File: src/rtl/instr_prefetch_queue_pkg.sv
// rtl/instr_prefetch_queue_pkg.sv - shared processor constants for the fetch stage
package instr_prefetch_queue_pkg;

  // Word and address widths shared with the datapath PC and IR registers
  localparam int WORD_W = 16;
  localparam int ADDR_W = 16;

  // Reset vector, also loaded by the datapath PC register
  localparam logic [ADDR_W-1:0] PROC_RESET_PC = 16'h0000;

  // Width of an occupancy counter able to hold 0..depth inclusive
  function automatic int count_width(input int depth);
    return $clog2(depth) + 1;
  endfunction

endpackage

File: src/rtl/instr_prefetch_queue_if.sv
// rtl/instr_prefetch_queue_if.sv - imem request/response and instruction handshake bundle
interface instr_prefetch_queue_if
  import instr_prefetch_queue_pkg::*;
#(
  parameter int AW = ADDR_W,
  parameter int DW = WORD_W,
  parameter int CW = count_width(4)
);

  logic          imem_req;
  logic [AW-1:0] imem_addr;
  logic [DW-1:0] imem_rdata;
  logic          redirect;
  logic [AW-1:0] redirect_pc;
  logic          instr_valid;
  logic [DW-1:0] instr_data;
  logic [AW-1:0] instr_pc;
  logic          instr_ready;
  logic [CW-1:0] q_count;

  // Prefetch queue side
  modport master (
    output imem_req, imem_addr, instr_valid, instr_data, instr_pc, q_count,
    input  imem_rdata, redirect, redirect_pc, instr_ready
  );

  // Memory / control unit side
  modport slave (
    input  imem_req, imem_addr, instr_valid, instr_data, instr_pc, q_count,
    output imem_rdata, redirect, redirect_pc, instr_ready
  );

endinterface

File: src/rtl/instr_prefetch_queue_prefetch_fifo.sv
// rtl/instr_prefetch_queue_prefetch_fifo.sv - small register FIFO of {instruction, pc} entries
module prefetch_fifo
  import instr_prefetch_queue_pkg::*;
#(
  parameter int W     = WORD_W + ADDR_W,
  parameter int DEPTH = 4,
  parameter int CW    = count_width(DEPTH)
) (
  input  logic          clk,
  input  logic          rst,
  input  logic          clear,
  input  logic          push,
  input  logic [W-1:0]  push_data,
  input  logic          pop,
  output logic [W-1:0]  rd_data,
  output logic [CW-1:0] count,
  output logic          empty
);

  localparam int PW = $clog2(DEPTH);

  logic [W-1:0]  mem [DEPTH];
  logic [PW-1:0] rd_ptr;
  logic [PW-1:0] wr_ptr;
  logic [W-1:0]  last_q;
  logic          full;
  logic          push_ok;
  logic          pop_ok;

  assign full    = (count == CW'(DEPTH));
  assign empty   = (count == '0);
  assign push_ok = push && !full;
  assign pop_ok  = pop && !empty;

  // Head entry is read combinationally; while empty the last shown entry is held
  assign rd_data = empty ? last_q : mem[rd_ptr];

  // Entry storage: written only on an accepted push
  always_ff @(posedge clk) begin
    if (push_ok) begin
      mem[wr_ptr] <= push_data;
    end
  end

  // Pointers and occupancy; clear (redirect) empties the queue like reset does
  always_ff @(posedge clk) begin
    if (rst || clear) begin
      rd_ptr <= '0;
      wr_ptr <= '0;
      count  <= '0;
    end else begin
      if (push_ok) wr_ptr <= wr_ptr + PW'(1);
      if (pop_ok)  rd_ptr <= rd_ptr + PW'(1);
      case ({push_ok, pop_ok})
        2'b10:   count <= count + CW'(1);
        2'b01:   count <= count - CW'(1);
        default: count <= count;
      endcase
    end
  end

  // Remember the most recently presented head so the output is stable when empty
  always_ff @(posedge clk) begin
    if (rst) begin
      last_q <= '0;
    end else if (!empty) begin
      last_q <= mem[rd_ptr];
    end
  end

  // The fetch credit scheme must never present a push to a full queue
  always_ff @(posedge clk) begin
    if (!rst && !clear) begin
      assert (!(push && full));
    end
  end

endmodule

File: src/rtl/instr_prefetch_queue.sv
// rtl/instr_prefetch_queue.sv - instruction fetch stage with credit-limited prefetch queue
module instr_prefetch_queue
  import instr_prefetch_queue_pkg::*;
#(
  parameter int              AW       = ADDR_W,
  parameter int              DW       = WORD_W,
  parameter int              DEPTH    = 4,
  parameter logic [AW-1:0]   RESET_PC = PROC_RESET_PC
) (
  input logic                   clk,
  input logic                   reset,
  instr_prefetch_queue_if.master bus
);

  localparam int CW = count_width(DEPTH);

  logic [AW-1:0] fetch_pc;
  logic [AW-1:0] req_pc;
  logic          inflight;
  logic [CW-1:0] count;
  logic          empty;
  logic          issue;
  logic          push;
  logic          pop;
  logic [CW:0]   credit_used;
  logic [DW+AW-1:0] head;

  // Entries held plus the response still on its way back from memory
  assign credit_used = {1'b0, count} + {{CW{1'b0}}, inflight};

  assign issue = !reset && !bus.redirect && (credit_used < (CW+1)'(DEPTH));
  assign push  = inflight && !bus.redirect;
  assign pop   = !empty && bus.instr_ready && !bus.redirect;

  assign bus.imem_req    = issue;
  assign bus.imem_addr   = fetch_pc;
  assign bus.instr_valid = !empty;
  assign bus.instr_data  = head[DW+AW-1:AW];
  assign bus.instr_pc    = head[AW-1:0];
  assign bus.q_count     = count;

  // Fetch address, outstanding-request flag and the PC of that request
  always_ff @(posedge clk) begin
    if (reset) begin
      fetch_pc <= RESET_PC;
      req_pc   <= '0;
      inflight <= 1'b0;
    end else begin
      inflight <= issue;
      if (bus.redirect) begin
        fetch_pc <= bus.redirect_pc;
      end else if (issue) begin
        fetch_pc <= fetch_pc + AW'(1);
        req_pc   <= fetch_pc;
      end
    end
  end

  prefetch_fifo #(
    .W     (DW + AW),
    .DEPTH (DEPTH),
    .CW    (CW)
  ) u_fifo (
    .clk       (clk),
    .rst       (reset),
    .clear     (bus.redirect),
    .push      (push),
    .push_data ({bus.imem_rdata, req_pc}),
    .pop       (pop),
    .rd_data   (head),
    .count     (count),
    .empty     (empty)
  );

endmodule
File: src/flat_wrapper.sv
// flat-port wrapper written by rule: the top's interface ports become plain ports
module instr_prefetch_queue_flat import instr_prefetch_queue_pkg::*;
#(
  parameter int              AW       = ADDR_W,
  parameter int              DW       = WORD_W,
  parameter int              DEPTH    = 4,
  parameter logic [AW-1:0]   RESET_PC = PROC_RESET_PC
)
  (clk, reset, bus_imem_req, bus_imem_addr, bus_instr_valid, bus_instr_data, bus_instr_pc, bus_q_count, bus_imem_rdata, bus_redirect, bus_redirect_pc, bus_instr_ready);
  instr_prefetch_queue_if #(.AW(AW), .DW(DW)) bus_i ();
  input logic clk;
  input logic reset;
  output wire logic [$bits(bus_i.imem_req)-1:0] bus_imem_req;
  output wire logic [$bits(bus_i.imem_addr)-1:0] bus_imem_addr;
  output wire logic [$bits(bus_i.instr_valid)-1:0] bus_instr_valid;
  output wire logic [$bits(bus_i.instr_data)-1:0] bus_instr_data;
  output wire logic [$bits(bus_i.instr_pc)-1:0] bus_instr_pc;
  output wire logic [$bits(bus_i.q_count)-1:0] bus_q_count;
  input wire logic [$bits(bus_i.imem_rdata)-1:0] bus_imem_rdata;
  input wire logic [$bits(bus_i.redirect)-1:0] bus_redirect;
  input wire logic [$bits(bus_i.redirect_pc)-1:0] bus_redirect_pc;
  input wire logic [$bits(bus_i.instr_ready)-1:0] bus_instr_ready;
  assign bus_imem_req = bus_i.imem_req;
  assign bus_imem_addr = bus_i.imem_addr;
  assign bus_instr_valid = bus_i.instr_valid;
  assign bus_instr_data = bus_i.instr_data;
  assign bus_instr_pc = bus_i.instr_pc;
  assign bus_q_count = bus_i.q_count;
  assign bus_i.imem_rdata = bus_imem_rdata;
  assign bus_i.redirect = bus_redirect;
  assign bus_i.redirect_pc = bus_redirect_pc;
  assign bus_i.instr_ready = bus_instr_ready;
  instr_prefetch_queue #(.AW(AW), .DW(DW), .DEPTH(DEPTH), .RESET_PC(RESET_PC)) u_core (.clk(clk), .reset(reset), .bus(bus_i));
endmodule
File: config.mk
export PLATFORM = sky130hd
export DESIGN_NAME = instr_prefetch_queue_flat
export DESIGN_NICKNAME = d
export VERILOG_FILES = /design/src/rtl/instr_prefetch_queue_pkg.sv /design/src/rtl/instr_prefetch_queue_if.sv /design/src/rtl/instr_prefetch_queue_prefetch_fifo.sv /design/src/rtl/instr_prefetch_queue.sv /design/src/flat_wrapper.sv
export SDC_FILE = /design/constraint.sdc
export NUM_CORES = 1
export LEC_CHECK = 0
export CAP_MARGIN = 20
export CORE_MARGIN = 10
export CORE_UTILIZATION = 45
export CTS_CLUSTER_DIAMETER = 100
export DETAILED_ROUTE_END_ITERATION = 12
export PLACE_DENSITY_LB_ADDON = 0.12
export SLEW_MARGIN = 20
export SYNTH_ARGS = -nofsm -noshare
export SYNTH_HDL_FRONTEND = slang
export SYNTH_SLANG_ARGS = --single-unit
File: constraint.sdc
create_clock -name clk -period 3.02 [get_ports clk]
set_clock_uncertainty 0.2 [all_clocks]
set_input_delay 0.302 -clock clk [delete_from_list [all_inputs] [get_ports clk]]
set_output_delay 0.302 -clock clk [all_outputs]
set_load 0.005 [all_outputs]
Word level (Yosys, flattened, before mapping)
Memories as Yosys holds them, arrays and structs flattened. A register that Yosys moved wholly into a read port is not among the register bits.
Index checks and enable logic that the tools add are counted.
Storage, ports and cells
  bits in registers: 72
  bits in writable memories: 128
  input bits: 36
  output and inout port bits: 53
  logic and storage cells: 43
  memories: 1
Memory list
  u_core.u_fifo.mem: words 4, bits a word 32, rd ports 1, clocked after Yosys merged registers in 1, wr ports 1, RTL line instr_prefetch_queue_prefetch_fifo.sv:22  | logic [W-1:0] mem [DEPTH];
Operators by class
  add/subtract/negate cells: 6
  order comparisons: 1
  eq/ne operators: 3
  muxes and demuxes: 8
  bitwise operators: 1
  reductions and logical operators: 16
Operators with widths (count)
  $mux 16: 2
  $mux 32: 1
  $add 16x1->16 const B: 1
  $logic_and 1x1->1: 7
  $pmux 3 s2: 1
  $add 2x1->2 const B: 2
  $add 3x1->4: 1
  $logic_not 1->1: 4
  $lt 4x3->1 const B: 1
  $mux 2: 2
  $reduce_bool 2->1: 2
  $add 3x1->3 const B: 1
  $eq 3x3->1 const B: 1
  $logic_not 3->1: 1
  $sub 3x1->3 const B: 1
  $eq 2x1->1 const B: 1
  $eq 2x2->1 const B: 1
  $mux 1: 2
  $reduce_and 2->1: 1
  $logic_or 1x1->1: 1
  $not 1->1: 1

Depth between registers and ports, before layout
Gate-level depths: netlist of the first run.
  depth after elaboration: 7
  depth in mapped cells: 11
  depth with buffers taken out: 11

Hierarchy
A second synthesis of the first run with hierarchy kept.
Second synthesis, totals
  cell total of the unflattened synthesis: 487
  area total of the unflattened synthesis: 7896.3 um^2
Modules (own cells, without submodules)
  prefetch_fifo: instances 1, cells an instance 323, area an instance 6329.8 um^2
  instr_prefetch_queue: instances 1, cells an instance 164, area an instance 1566.5 um^2

Worst setup path before layout of the first run
Ideal clock, no wire load.
  path kind: register to register
  start point: register u_core.u_fifo.count[0]
  end point: register u_core.u_fifo.count[2]
  setup time: 0.070 ns
  arrival time: 2.081 ns
  data required time: 2.750 ns
  slack: 0.670 ns
  stages on the path, launching flop included: 9
  path buffers: 0
  period minus slack after synthesis: 2.350 ns
  cells stage by stage: dfxtp_1 nor3_1 nor3b_1 ha_1 inv_1 fa_1 xor2_1 or3_1 a21oi_1
Between the ends
  word-level cells in the longest chain between the ends: 7
  elaborated cells between the ends (all ways): 14
  those cells by class: add/sub (2); eq/ne (3); mux (1); reduce/logical (8)
Ends and longest elaborated chain
  start, declared: RTL line instr_prefetch_queue_prefetch_fifo.sv:16  | output logic [CW-1:0] count,
  start signal, assigned: RTL line instr_prefetch_queue_prefetch_fifo.sv:55  | 2'b10: count <= count + CW'(1);
  start signal, assigned: RTL line instr_prefetch_queue_prefetch_fifo.sv:56  | 2'b01: count <= count - CW'(1);
  start signal, assigned: RTL line instr_prefetch_queue_prefetch_fifo.sv:57  | default: count <= count;
  $logic_not 3->1 (*): RTL line instr_prefetch_queue_prefetch_fifo.sv:31  | assign empty = (count == '0);
  $logic_not 1->1 (*): RTL line instr_prefetch_queue_prefetch_fifo.sv:33, instr_prefetch_queue.sv:33
  $logic_and 1x1->1 (2 in a row): RTL line instr_prefetch_queue.sv:33  | assign pop = !empty && bus.instr_ready && !bus.redirect;
  $logic_and 1x1->1 (*): RTL line instr_prefetch_queue_prefetch_fifo.sv:33  | assign pop_ok = pop && !empty;
  via u_core.u_fifo.pop_ok: RTL line instr_prefetch_queue_prefetch_fifo.sv:28  | logic pop_ok;
  $eq 2x1->1 / $eq 2x2->1 (equally long branches): RTL line instr_prefetch_queue_prefetch_fifo.sv:54  | case ({push_ok, pop_ok})
  $pmux 3 s2 / $reduce_bool 2->1 (equally long branches)
Mark *: on every way through the listed nets, which the timed path passes. The rest lies on a longest branch.
A chain may end at the register's enable or synchronous reset.

==> results.txt, run 1 <==
The period utilization is 0.955. Count of mapped cells out of synthesis: 516. For the routed length on met2, the log shows 7590 µm. By area the synthesized netlist is led by sky130_fd_sc_hd__edfxtp_1 (49%), sky130_fd_sc_hd__dfxtp_1 (19%), sky130_fd_sc_hd__mux4_2 (9.2%), sky130_fd_sc_hd__mux2_2 (4.6%), sky130_fd_sc_hd__nor2b_1 (2.7%).

The path with the worst hold slack has its endpoint at u_core.u_fifo.wr_ptr[1]. The cell row count was 48; the count of antenna-violating nets left after detailed routing was 0. The longest clock path from root to sink contains 3 buffers.

The netlist uses 44 different library cells. In this run, the number of DRC markers left after iteration 0 of detailed routing was 291. The number of gates resized after CTS was 0. The logs give 0.488 for the relative max-transition margin and 0 for the final count of hold timing violations. The largest net degree at the start of global routing came out at 65.

For the number of placed instances with taps included, the log shows 814. The category of cells accounting for the largest share of critical-path delay was multiplexers. For this design the total switching power over the nets is 1.14 mW. Routability-driven placement finished with a final weighted congestion of 0.839.

Compared with the post-synthesis result, the final layout area differs by 23.5%. Walking the worst path, the cells encountered are buf_12 -> mux4_2 -> mux2_2 -> clkdlybuf4s50_1. The highest layer touched by signal routing is met4.

By instance count, the leading cell after synthesis is sky130_fd_sc_hd__edfxtp_1. The per-cell routed wire length was 18.7 µm. The count of state elements after synthesis was 202.

The async set or reset register ratio after synthesis is 0, and the post-CTS setup-driven buffer insertion count is 0. VDD sags by at most 324 µV. In this run the critical register-to-register path is captured at u_core.u_fifo.count[2]. Excluding fillers, the count of instances in the completed layout stands at 851. The final max-slew violation count came out at 0. The number of H-tree levels came out at 1. The depth of the worst register-to-register path came out at 8. The part of the power in registers was 0.520; the standard cell core area was 17200 µm². The tools report the kind of launch point of the worst setup path as a flop. For this run, the detailed router's first-pass iteration total came to 4.

The synthesized area per cell was 15.1 µm². Setup repair after global routing left no endpoint under its margin. The clock edge transition at the registers on the reported setup and hold paths was 0.06 ns. Power spread over the standard cell area amounts to 599 nW/µm². Clock latency on the worst-skew pair, taken at its later pin, is 0.49 ns.

Detailed placement ended at an HPWL of 9820 µm. The logs give 202 for the total number of clock tree sinks and 4454 for the total via count after detailed routing. The cell accounting for the most synthesized area is sky130_fd_sc_hd__edfxtp_1. For the max-cap violation count, the log shows 0.

Using the TritonRoute via totals, the vias-per-cell ratio works out to 5.23. Ranked by instance count, the synthesized netlist is headed by sky130_fd_sc_hd__edfxtp_1 (128), sky130_fd_sc_hd__dfxtp_1 (74), sky130_fd_sc_hd__nand2_1 (45), sky130_fd_sc_hd__a21oi_1 (35), sky130_fd_sc_hd__nor2b_1 (34). For the number of global-route vias before repair, the log shows 4739. The total routing resource utilization after global routing is 0.141. Start point of the worst hold path: reset.

The largest individual stage delay along the critical path comes from the cell sky130_fd_sc_hd__mux4_2. Sequential element share of the synthesized area: 0.681. The setup path with the least slack is of type flop to primary output.

Data arrival at the endpoint of the critical path: 2.38 ns. Post-detailed-routing wire length: 15900 µm. The flip-flop cell with the highest count after synthesis was sky130_fd_sc_hd__edfxtp_1. In the final design database the tool counted 655 nets. The number of setup violations in the final report came out at 0.

The leakage power of the design was 3.31 nW; the biggest cell delay along the critical path was 0.56 ns. The number of hold buffers added after CTS was 0. The switching share of power came out at 0.197.

The initial core utilization was 0.455. The share of cells above drive strength 1 works out to 0.192. In this run the register-to-register setup slack is 0.60 ns.

The routed design could run at a clock period as short as 2.88 ns. For the part of the total power dissipated in combinational logic, the log shows 0.048. Count of yosys warnings during synthesis: 0. The share of power burned in the clock network was 0.432; the peak fanout along the critical path was 23. STA classifies the critical path endpoint as a primary output. The run gives 4.64 mW as the cell internal power dissipation.

For this block, wires on met1 add up to 6870 µm. Port buffering added 88 buffers. The global-route wire length before repair was 25500 µm. In the routed design, unresolved DRC markers number 0. In this run the count of I/O pins placed on the die edge is 89.

Summed over all failing endpoints, the final setup total negative slack is 0 ns. Counting flops with a built-in enable in the synthesized netlist gives 128. 0 antenna diodes ended up in the layout.

In this run the critical register-to-register path is launched from u_core.u_fifo.count[2]. The path class of the tightest hold or removal check is primary input to flop. The die is 152 µm tall.

For the worst setup path, the data required time is 2.52 ns. The flow ran to the end, and the final reports show no timing, DRC or antenna violations. The number of buffers and inverters on the critical path works out to 2. Share of the synthesized area in the top cell type: 0.492. The initial antenna violation count was 0; the achievable frequency was 0.347 GHz. Power comes to 5.78 mW. The tree is rooted in a sky130_fd_sc_hd__clkbuf_16.

Summed over all layers, the global routing overflow is 0. The die footprint was 23000 µm². Summing every instance area after synthesis gives 7810 µm². The wire length on met3 came out at 1190 µm. TritonCTS built the clock tree.

The number of cells on the worst hold path is 4, and the actual slew at the worst max-slew pin is 0.767 ns. In this run, CTS created clock tree buffers numbering 21. Synthesis produced a netlist with a net count of 559. The die width came out at 152 µm.
kinds of logic after synthesis:
logic type               count (synthesis)  share of synthesized area
flip-flops                             202                      0.681
AND/OR/NAND/NOR                        131                     0.0860
multiplexers                            65                      0.140
AO/OA/AOI/OAI                           63                     0.0482
buffers and inverters                   42                     0.0253
adder cells (fa/ha/maj)                  7                     0.0122
XOR/XNOR                                 6                    0.00672
flip-flops by register name (all words and copies together), names as in the netlist, named ones only:
name,cells
u_core.bus.imem_addr,16
u_core.inflight,1
u_core.req_pc,16
u_core.u_fifo.count,3
u_core.u_fifo.last_q,32
u_core.u_fifo.mem,128
u_core.u_fifo.rd_ptr,2
u_core.u_fifo.wr_ptr,2
power groups by stage:
stage	Combinational, mW	Clock (mW)	Sequential [mW]
2_1_floorplan	0.133	0	3.05
6_report	0.275	2.50	3.01
3_5_place_dp	0.279	0	3.06
5_1_grt	0.303	2.69	3.01
4_1_cts	0.281	2.57	3.01
3_3_place_gp	0.275	0	3.06
area by class of cell:
type / instances / area, µm²
multi-input combinational: 272 / 2300
tap: 225 / 282
timing repair buffer: 102 / 1020
fill: 1423 / 7530
sequential: 202 / 5330
clock buffer: 30 / 589
inverter: 13 / 50.0
clock inverter: 7 / 81.3
how the worst max path moves through the flow:
stage               depth (start not counted)                        to  slack, ns
global placement                            8  u_core.bus.imem_addr[11]       0.44
detailed placement                          8   u_core.bus.imem_addr[5]       0.35
global route                                4          bus_instr_pc[13]       0.05
CTS                                         4           bus_instr_pc[2]       0.07
finish                                      4           bus_instr_pc[2]       0.14
floorplan                                   8    u_core.u_fifo.count[2]       0.67
metal layers:
metal / track usage / vias up
li1: - / 2113
met5: 0 / -
met1: 0.176 / 2223
met3: 0.0463 / 19
met2: 0.227 / 99
met4: 0.0410 / 0
cells in the final DEF (no fill, tap or decap), types with 16 or more instances in the layout:
master                              n
sky130_fd_sc_hd__clkbuf_16         21
sky130_fd_sc_hd__dfxtp_1           72
sky130_fd_sc_hd__nor2_1            16
sky130_fd_sc_hd__a21oi_1           35
sky130_fd_sc_hd__clkdlybuf4s50_1   87
sky130_fd_sc_hd__edfxtp_1         128
sky130_fd_sc_hd__mux4_2            32
sky130_fd_sc_hd__nor2b_1           34
sky130_fd_sc_hd__mux2_2            32
sky130_fd_sc_hd__nand2_1           45
worst min-delay path, cell delays in order:
cell and delay (ns):
sky130_fd_sc_hd__buf_2 0.09, sky130_fd_sc_hd__or2_1 0.10, sky130_fd_sc_hd__buf_4 0.17, sky130_fd_sc_hd__a21oi_1 0.05
through the flow:
step | setup slack (ns) | utilization | hold slack [ns] | area (µm²)
4_1_cts | 0.0713 | 0.562 | 0.0613 | 9650
6_report | 0.137 | 0.562 | 0.0749 | 9650
3_3_place_gp | 0.439 | 0.523 | 0.275 | 8980
5_1_grt | 0.0473 | 0.562 | 0.118 | 9650
2_1_floorplan | 0.670 | - | 0.201 | 7820
3_5_place_dp | 0.348 | 0.523 | 0.291 | 8980
No activity file was read; power rests on OpenSTA's default activity.
==> inputs of run 2 (changes only) <==
--- a/config.mk
+++ b/config.mk
@@ -5,7 +5,6 @@
 export SDC_FILE = /design/constraint.sdc
 export NUM_CORES = 1
 export LEC_CHECK = 0
-export CAP_MARGIN = 20
 export CORE_MARGIN = 10
 export CORE_UTILIZATION = 45
 export CTS_CLUSTER_DIAMETER = 100
==> results of run 2 <==
Same layout as run 1: the final DEF is identical, and so are final timing and power.
